**src/rtl/rcn_testregs_mc.sv**
```systemverilog
// rcn_testregs_mc: multi-channel test-status slave on the 69-bit rcn ring.
// Each channel has PROGRESS/FAIL/PASS/CTRL registers in a 16-byte slot and a watchdog
// that raises a sticky timeout flag when PROGRESS stops being written.
//
// Ports:
//   clk            ring clock
//   rst_n          asynchronous reset, active low
//   rcn_in         ring input packet
//   rcn_out        ring output packet, registered (1-cycle latency)
//   test_progress  PROGRESS registers, ch0 in [31:0]
//   test_fail      FAIL registers
//   test_pass      PASS registers
//   test_timeout   sticky watchdog-expired flags, one per channel
module rcn_testregs_mc #(
  parameter logic [23:0] ADDR_BASE   = 24'hFFFF00,
  parameter int unsigned NUM_CH      = 4,
  parameter int unsigned WDOG_CYCLES = 1000000
) (
  input  logic                     clk,
  input  logic                     rst_n,
  input  logic [68:0]              rcn_in,
  output logic [68:0]              rcn_out,
  output logic [NUM_CH*32-1:0]     test_progress,
  output logic [NUM_CH*32-1:0]     test_fail,
  output logic [NUM_CH*32-1:0]     test_pass,
  output logic [NUM_CH-1:0]        test_timeout
);

  localparam int unsigned ChW     = (NUM_CH > 1) ? $clog2(NUM_CH) : 1;
  localparam logic [23:0] WinMask = 24'(NUM_CH * 16 - 1);
  localparam logic [31:0] CntLast = 32'(WDOG_CYCLES - 1);

  // Packet decode
  logic [23:0]    byte_addr;
  logic [3:0]     mask;
  logic [31:0]    wdata;
  logic [1:0]     reg_sel;
  logic [ChW-1:0] ch_sel;
  logic           is_wr;
  logic           hit;

  assign byte_addr = {rcn_in[55:34], 2'b00};
  assign mask      = rcn_in[59:56];
  assign wdata     = rcn_in[31:0];
  assign is_wr     = rcn_in[66];
  assign reg_sel   = byte_addr[3:2];
  assign hit       = rcn_in[68] & rcn_in[67] & ((byte_addr & ~WinMask) == ADDR_BASE);

  if (NUM_CH > 1) begin : g_ch_sel
    assign ch_sel = byte_addr[4 +: ChW];
  end else begin : g_ch_sel_one
    assign ch_sel = 1'b0;
  end

  // Register state
  logic [NUM_CH-1:0][31:0] prog_q, prog_d;
  logic [NUM_CH-1:0][31:0] fail_q, fail_d;
  logic [NUM_CH-1:0][31:0] pass_q, pass_d;
  logic [NUM_CH-1:0][31:0] cnt_q, cnt_d;
  logic [NUM_CH-1:0]       en_q, en_d;
  logic [NUM_CH-1:0]       to_q, to_d;
  logic [NUM_CH-1:0]       wr_ch;
  logic [68:0]             rcn_out_q, rcn_out_d;
  logic [31:0]             rsp_data;

  function automatic logic [31:0] merge(input logic [31:0] old_val, input logic [31:0] new_val,
                                        input logic [3:0] be);
    logic [31:0] res;
    res = old_val;
    for (int b = 0; b < 4; b++) begin
      if (be[b]) res[b*8 +: 8] = new_val[b*8 +: 8];
    end
    return res;
  endfunction

  always_comb begin
    wr_ch = '0;
    for (int unsigned c = 0; c < NUM_CH; c++) begin
      wr_ch[c] = hit & is_wr & (ch_sel == ChW'(c));
    end
  end

  always_comb begin
    prog_d = prog_q;
    fail_d = fail_q;
    pass_d = pass_q;
    cnt_d  = cnt_q;
    en_d   = en_q;
    to_d   = to_q;
    for (int unsigned c = 0; c < NUM_CH; c++) begin
      if (wr_ch[c]) begin
        case (reg_sel)
          2'd0: prog_d[c] = merge(prog_q[c], wdata, mask);
          2'd1: fail_d[c] = merge(fail_q[c], wdata, mask);
          2'd2: pass_d[c] = merge(pass_q[c], wdata, mask);
          default: begin
            if (mask[0]) begin
              en_d[c] = wdata[0];
              if (wdata[1]) to_d[c] = 1'b0;
            end
          end
        endcase
      end

      // Counter is held at 0 while disabled and on the enabling write; a PROGRESS write
      // takes priority over expiry, and expiry overrides a same-cycle clear.
      if (!en_q[c] || !en_d[c]) begin
        cnt_d[c] = '0;
      end else if (wr_ch[c] && (reg_sel == 2'd0) && (mask != 4'd0)) begin
        cnt_d[c] = '0;
      end else if (cnt_q[c] == CntLast) begin
        cnt_d[c] = '0;
        to_d[c]  = 1'b1;
      end else begin
        cnt_d[c] = cnt_q[c] + 32'd1;
      end
    end
  end

  // Writes respond with the post-write value, reads with the current value.
  always_comb begin
    rsp_data = '0;
    unique case (reg_sel)
      2'd0:    rsp_data = is_wr ? prog_d[ch_sel] : prog_q[ch_sel];
      2'd1:    rsp_data = is_wr ? fail_d[ch_sel] : fail_q[ch_sel];
      2'd2:    rsp_data = is_wr ? pass_d[ch_sel] : pass_q[ch_sel];
      default: rsp_data = is_wr ? {30'd0, to_d[ch_sel], en_d[ch_sel]}
                                : {30'd0, to_q[ch_sel], en_q[ch_sel]};
    endcase
  end

  always_comb begin
    rcn_out_d = rcn_in;
    if (hit) rcn_out_d = {rcn_in[68], 1'b0, rcn_in[66:32], rsp_data};
  end

  always_ff @(posedge clk or negedge rst_n) begin
    if (!rst_n) begin
      rcn_out_q <= '0;
      prog_q    <= '0;
      fail_q    <= '0;
      pass_q    <= '0;
      cnt_q     <= '0;
      en_q      <= '0;
      to_q      <= '0;
    end else begin
      rcn_out_q <= rcn_out_d;
      prog_q    <= prog_d;
      fail_q    <= fail_d;
      pass_q    <= pass_d;
      cnt_q     <= cnt_d;
      en_q      <= en_d;
      to_q      <= to_d;
    end
  end

  assign rcn_out       = rcn_out_q;
  assign test_progress = prog_q;
  assign test_fail     = fail_q;
  assign test_pass     = pass_q;
  assign test_timeout  = to_q;

endmodule

```
**config.mk**
```make
export PLATFORM = sky130hd
export DESIGN_NAME = rcn_testregs_mc
export DESIGN_NICKNAME = d
export VERILOG_FILES = /design/src/rtl/rcn_testregs_mc.sv
export SDC_FILE = /design/constraint.sdc
export NUM_CORES = 1
export LEC_CHECK = 0
export ABC_AREA = 0
export CORE_MARGIN = 5
export CORE_UTILIZATION = 50
export CTS_CLUSTER_SIZE = 20
export DETAILED_ROUTE_END_ITERATION = 8
export PLACE_DENSITY_LB_ADDON = 0.08
export SKIP_CTS_REPAIR_TIMING = 1
export SLEW_MARGIN = 20
export SYNTH_ARGS = -nofsm -noshare
export SYNTH_HDL_FRONTEND = slang
export SYNTH_SLANG_ARGS = --single-unit
```
**constraint.sdc**
```tcl
create_clock -name clk -period 3.6 [get_ports clk]
set_input_delay 0.36 -clock clk [delete_from_list [all_inputs] [get_ports clk]]
set_output_delay 0.36 -clock clk [all_outputs]
set_load 0.1 [all_outputs]
```
* After elaboration in Yosys (flattened, before gate mapping)
Cells that the tools add are included.
W data, S select, Z words.
** Storage, ports and cells
- Input bits :: 71
- Bits in registers :: 589
** Operators by class
- $lt $le $gt $ge :: 1
- Bitwise logic cells :: 7
- Reduce and logical (&&, ||, !) cells :: 24
- $add $sub $neg :: 4
- Eq/ne operators :: 10
- Multiplexer cells :: 150
** Operators with widths (number)
- $mux W32 :: 45
- $bmux W32 S2 :: 6
- $mux W8 :: 48
- $add A32 B1 Y32 const B :: 4
- $eq A32 B20 Y1 const B :: 4
- $pmux W32 S3 :: 1
- $mux W68 :: 1
- $mux W1 :: 44
- $eq A18 B18 Y1 const B :: 1
- $bmux W1 S2 :: 4
- $logic_and A1 B1 Y1 :: 8
- $logic_not A1 Y1 :: 8
- $and A1 B1 Y1 :: 7
- $eq A2 B2 Y1 const B :: 3
- $eq A2 B1 Y1 const B :: 2
- $logic_not A2 Y1 :: 2
- $logic_or A1 B1 Y1 :: 4
- $reduce_bool A4 Y1 :: 1
- $lt A2 B3 Y1 const B :: 1
- $reduce_or A3 Y1 :: 1
- $mux W2 :: 1

* Depth between registers and ports, before layout
- Depth after elaboration :: 13
- Depth in mapped cells :: 12
- Gate-level depth less buffers :: 9

* Least setup slack after synthesis
Ideal clock, no wire load.
- Kind :: input to register
- Start :: in rcn_in[50]
- End :: reg rcn_out_q[21], in the netlist rcn_out[21]
- Buffers on the path :: 2
- Stages on the path :: 9
- Data arrival time :: 3.142 ns
- Setup slack :: 0.340 ns
- Setup time :: 0.118 ns
- Cell sequence :: nand4_2 or4_4 buf_6 buf_6 nor4_2 mux2_2 mux4_2 a21bo_1 a21o_1
** RTL lines
- start: declaration :: line 21 : input logic [68:0] rcn_in,
- end signal: assignment :: line 147 : rcn_out_q <= rcn_out_d;
- end: declaration :: line 63 : logic [68:0] rcn_out_q, rcn_out_d;

==> run_results.csv <==
group,metric,value,unit
drt,routed_wl,121.2,mm
synth,ys.flop_type,"dfrtp_1",
global_route,grt_pass1_vias,26807,
worst_setup_path,crit_path_end_kind,"flip-flop",
timing,fmax,322.1,MHz
synth,syn_area_per_cell,11.23,um2
layout,syn2layout_area_growth,33.21,%
synth,synthArstFlopShare,100.0,%
floorplanning,die_x,255.0,um
layout,nFillCells,4498,
floorplanning,ioPinCount,528,
worst_setup_path,crit_type,"in -> reg",
pwr,p_leak,17.63,nW
global_route,busiest_layer,"met2",
placed_design,port-buffer-count,527,
pwr,power_switching,3.794,mW
drt,drc,0,
layout,layout-drive-gt1-share,24.27,%
synth,netlist_area,30010,um2
global_route,grt_pass1_wl,177.2,mm
floorplanning,dieArea,65010,um2
worst_setup_path,slowest_delay,0.53,ns
worst_setup_path,path_max_fanout,10,
worst_setup_path,arrival,3.59,ns
layout,nNetsFinal,3401,
synth,post_synth_num_cell_types,88,
placed_design,place_congestion,0.9392,
timing,rsz0062_at_grt,"false",
pwr,pwr-share-clk,48.1,%
clocking,clock-sinks,589,
timing,finalCriticalPeriod,3.105,ns
worst_setup_path,crit_cells,12,
drt,first_iter_violations,2946,
drt,drt_pre_antenna_iters,6,
pwr,swShare,24.70,%
pwr,p_int,11.56,mW
layout,stdcell_count,4149,
global_route,antenna_found_initial,3,
synth,seq_area_frac_synth,49.12,%
synth,postSynthCellCount,2673,
global_route,grt-ovfl-total,0,
layout,mostFrequentLayoutCells,"589 x dfrtp_1, 523 x clkdlybuf4s50_1, 314 x mux2_2, 309 x nand2_1, 242 x nor2_1",
synth,synth.largest_area_cell,"dfrtp_1",
clocking,clk_latency,0.62,ns
run_status,run_status,"complete, no violations",
timing,finalSetupViolCount,0,
placed_design,place_inst,4030,
clocking,clk_path_buf_depth,3,
pwr,power_density,384.2,nW/um2
floorplanning,rows,89,
synth,syn-num-nets,2748,
floorplanning,die_h,255.0,um
worst_setup_path,cp_top_family,"buffers and inverters",
job,maxCapViolCount,0,
clocking,cts_buffers,66,
floorplanning,initial_core_util,50.65,%
pwr,pwr-share-comb,8.4,%
global_route,grt_util_met2,56.13,%
timing,finalSetupTns,0,ns
worst_setup_path,required,4.09,ns
worst_setup_path,startpoint_type,"input pin",
synth,ys_seq_elements,589,
drt,via_per_inst,6.426,
clocking,clk_pin_slew,0.06,ns
floorplanning,core,59240,um2
drt,num_vias,26663,
global_route,groute.usage.overall,36.26,%
timing,fin_crit_sh,86.25,%
min_path,hold_path.class,"in -> reg",
placed_design,dpl.hpwl,87.18,mm
timing,fin_skew,0.02682,ns
global_route,use_met1,48.27,%
clocking,h-tree-depth,3,
timing,finalMaxSlewViolations,0,
timing,hold_viol,0,
worst_setup_path,reg2regPathDepth,11,
global_route,grt_start_max_net_pins,103,
worst_setup_path,slowest_stage,"or4_1",
synth,synth_edf_count,0,
timing,max-slew-margin-rel,23.57,%
layout,mostFrequentLayoutCell,"dfrtp_1",
worst_setup_path,cp_num_buf_inv,6,
min_path,hold_depth,2,
synth,synth_area_leaders,"dfrtp_1 49%, mux2_2 12%, mux4_2 8.0%, nand2_1 3.9%, nor2_1 3.1%",
timing,tightest_slew,1.143,ns
drt,routedWlPerCell,29.20,um
global_route,grt_util_met3,9.836,%
pwr,pwr-share-seq,43.5,%
worst_setup_path,cp_common_cell,"buf_4",
clocking,cts_root_buffer,"clkbuf_16",
worst_setup_path,crit_chain,"clkdlybuf4s50_1 -> nand4_2 -> buf_4 -> or4_1 -> buf_4 -> nor2_1 -> buf_4 -> nand3_1 -> buf_4 -> nor2_1 -> buf_4 -> mux2_2",
synth,yosysWarnings,0,
synth,synth_top_area_share,49.12,%
drt,ant_nets,0,
clocking,cts_tree,"yes",
pwr,peakVddDrop,0.0004248,V
==> sequential cells by signal, summed over array words and instances, names as in the netlist <==
signal         count
cnt_q            128
en_q               4
rcn_out           69
test_fail        128
test_pass        128
test_progress    128
test_timeout       4
==> worst reg2reg max path, cell delays in order (launching register included) <==
cell and delay, ns:
dfrtp_1 0.41, nor4_1 0.35, nand3b_1 0.14, nor4_1 0.46, buf_4 0.22, o311ai_0 0.14, buf_4 0.18, a21oi_1 0.12
o31ai_1 0.10, buf_4 0.15, o21ai_0 0.12, a21o_1 0.13
==> path summary, 6_finish.rpt <==
check | startpoint | slack [ns] | to
setup / recovery | rcn_in[49] | 0.50 | test_progress[97]
hold / removal | rcn_in[66] | 0.20 | rcn_out[66]
setup reg to reg | cnt_q[118] | 1.04 | rcn_out[1]
hold reg to reg | cnt_q[96] | 0.48 | cnt_q[96]
max in group asynchronous | rst_n | 2.09 | test_pass[71]
min in group asynchronous | rst_n | 0.34 | test_pass[60]
==> Yosys cell counts, drive strengths merged (13+ instances only) <==
cell / instances
o22ai: 24
a21o: 16
buf: 47
mux2i: 59
a31oi: 24
nor4: 42
o211ai: 17
nand3: 105
mux4: 106
xor2: 79
clkbuf: 128
nand2: 312
nor2: 247
or4: 22
a22oi: 16
a21oi: 64
mux2: 320
o21ai: 94
inv: 20
nand4: 46
dfrtp: 589
or2: 14
nor3: 33
and3: 32
a211oi: 13
xnor2: 37
==> metrics by stage <==
step / setup slack (ns) / utilization, % / power (mW) / hold WS [ns] / area [um2]
after floorplan: 0.3400 / - / 7.466 / 0.06441 / 30010
after global placement: -0.05690 / 63.45 / 8.064 / 0.3999 / 37590
after detailed placement: -0.07941 / 63.45 / 8.073 / 0.4088 / 37590
after CTS: 0.5418 / 67.45 / 15.39 / -0.2200 / 39960
after global routing: 0.4338 / 67.47 / 15.74 / 0.1735 / 39970
final: 0.4950 / 67.47 / 15.36 / 0.1971 / 39970
==> logic make-up (layout without fill, tap and decap cells) <==
family          Yosys count  after routing  share of synthesized area (%)
buf+inv                 197            899                          2.665
xor+xnor                116            116                          3.386
fa+ha+maj                 4              4                         0.1668
compound gates          365            365                          8.073
other cells               0              1                              0
simple gates            917            917                          14.63
mux                     485            485                          21.96
flops                   589            589                          49.12
==> routing by layer <==
layer | wire, um | vias to the layer above
met5 | 48 | -
met4 | 6661 | 6
met3 | 12910 | 382
met2 | 55610 | 1691
met1 | 45930 | 13510
li1 | - | 11074
==> final cells by class <==
type	count	area, um2	area share (%)
flip-flops and latches	589	14740	36.87
multi-input cells	1887	14530	36.36
repair buffers	760	7273	18.20
clock buffers	100	2078	5.199
well taps	773	967.2	2.420
clock inverters	17	294.0	0.7356
inverters	22	83.83	0.2097
diodes	1	2.502	0.006261
==> power groups by stage <==
stage / registers (mW) / logic, mW / clock network [mW]
floorplan: 7.09 / 0.377 / 0
detailed placement: 6.80 / 1.27 / 0
finish: 6.68 / 1.29 / 7.39
global placement: 6.80 / 1.26 / 0
global route: 6.68 / 1.34 / 7.71
CTS: 6.68 / 1.28 / 7.43
No activity file was read; power rests on OpenSTA's default activity.
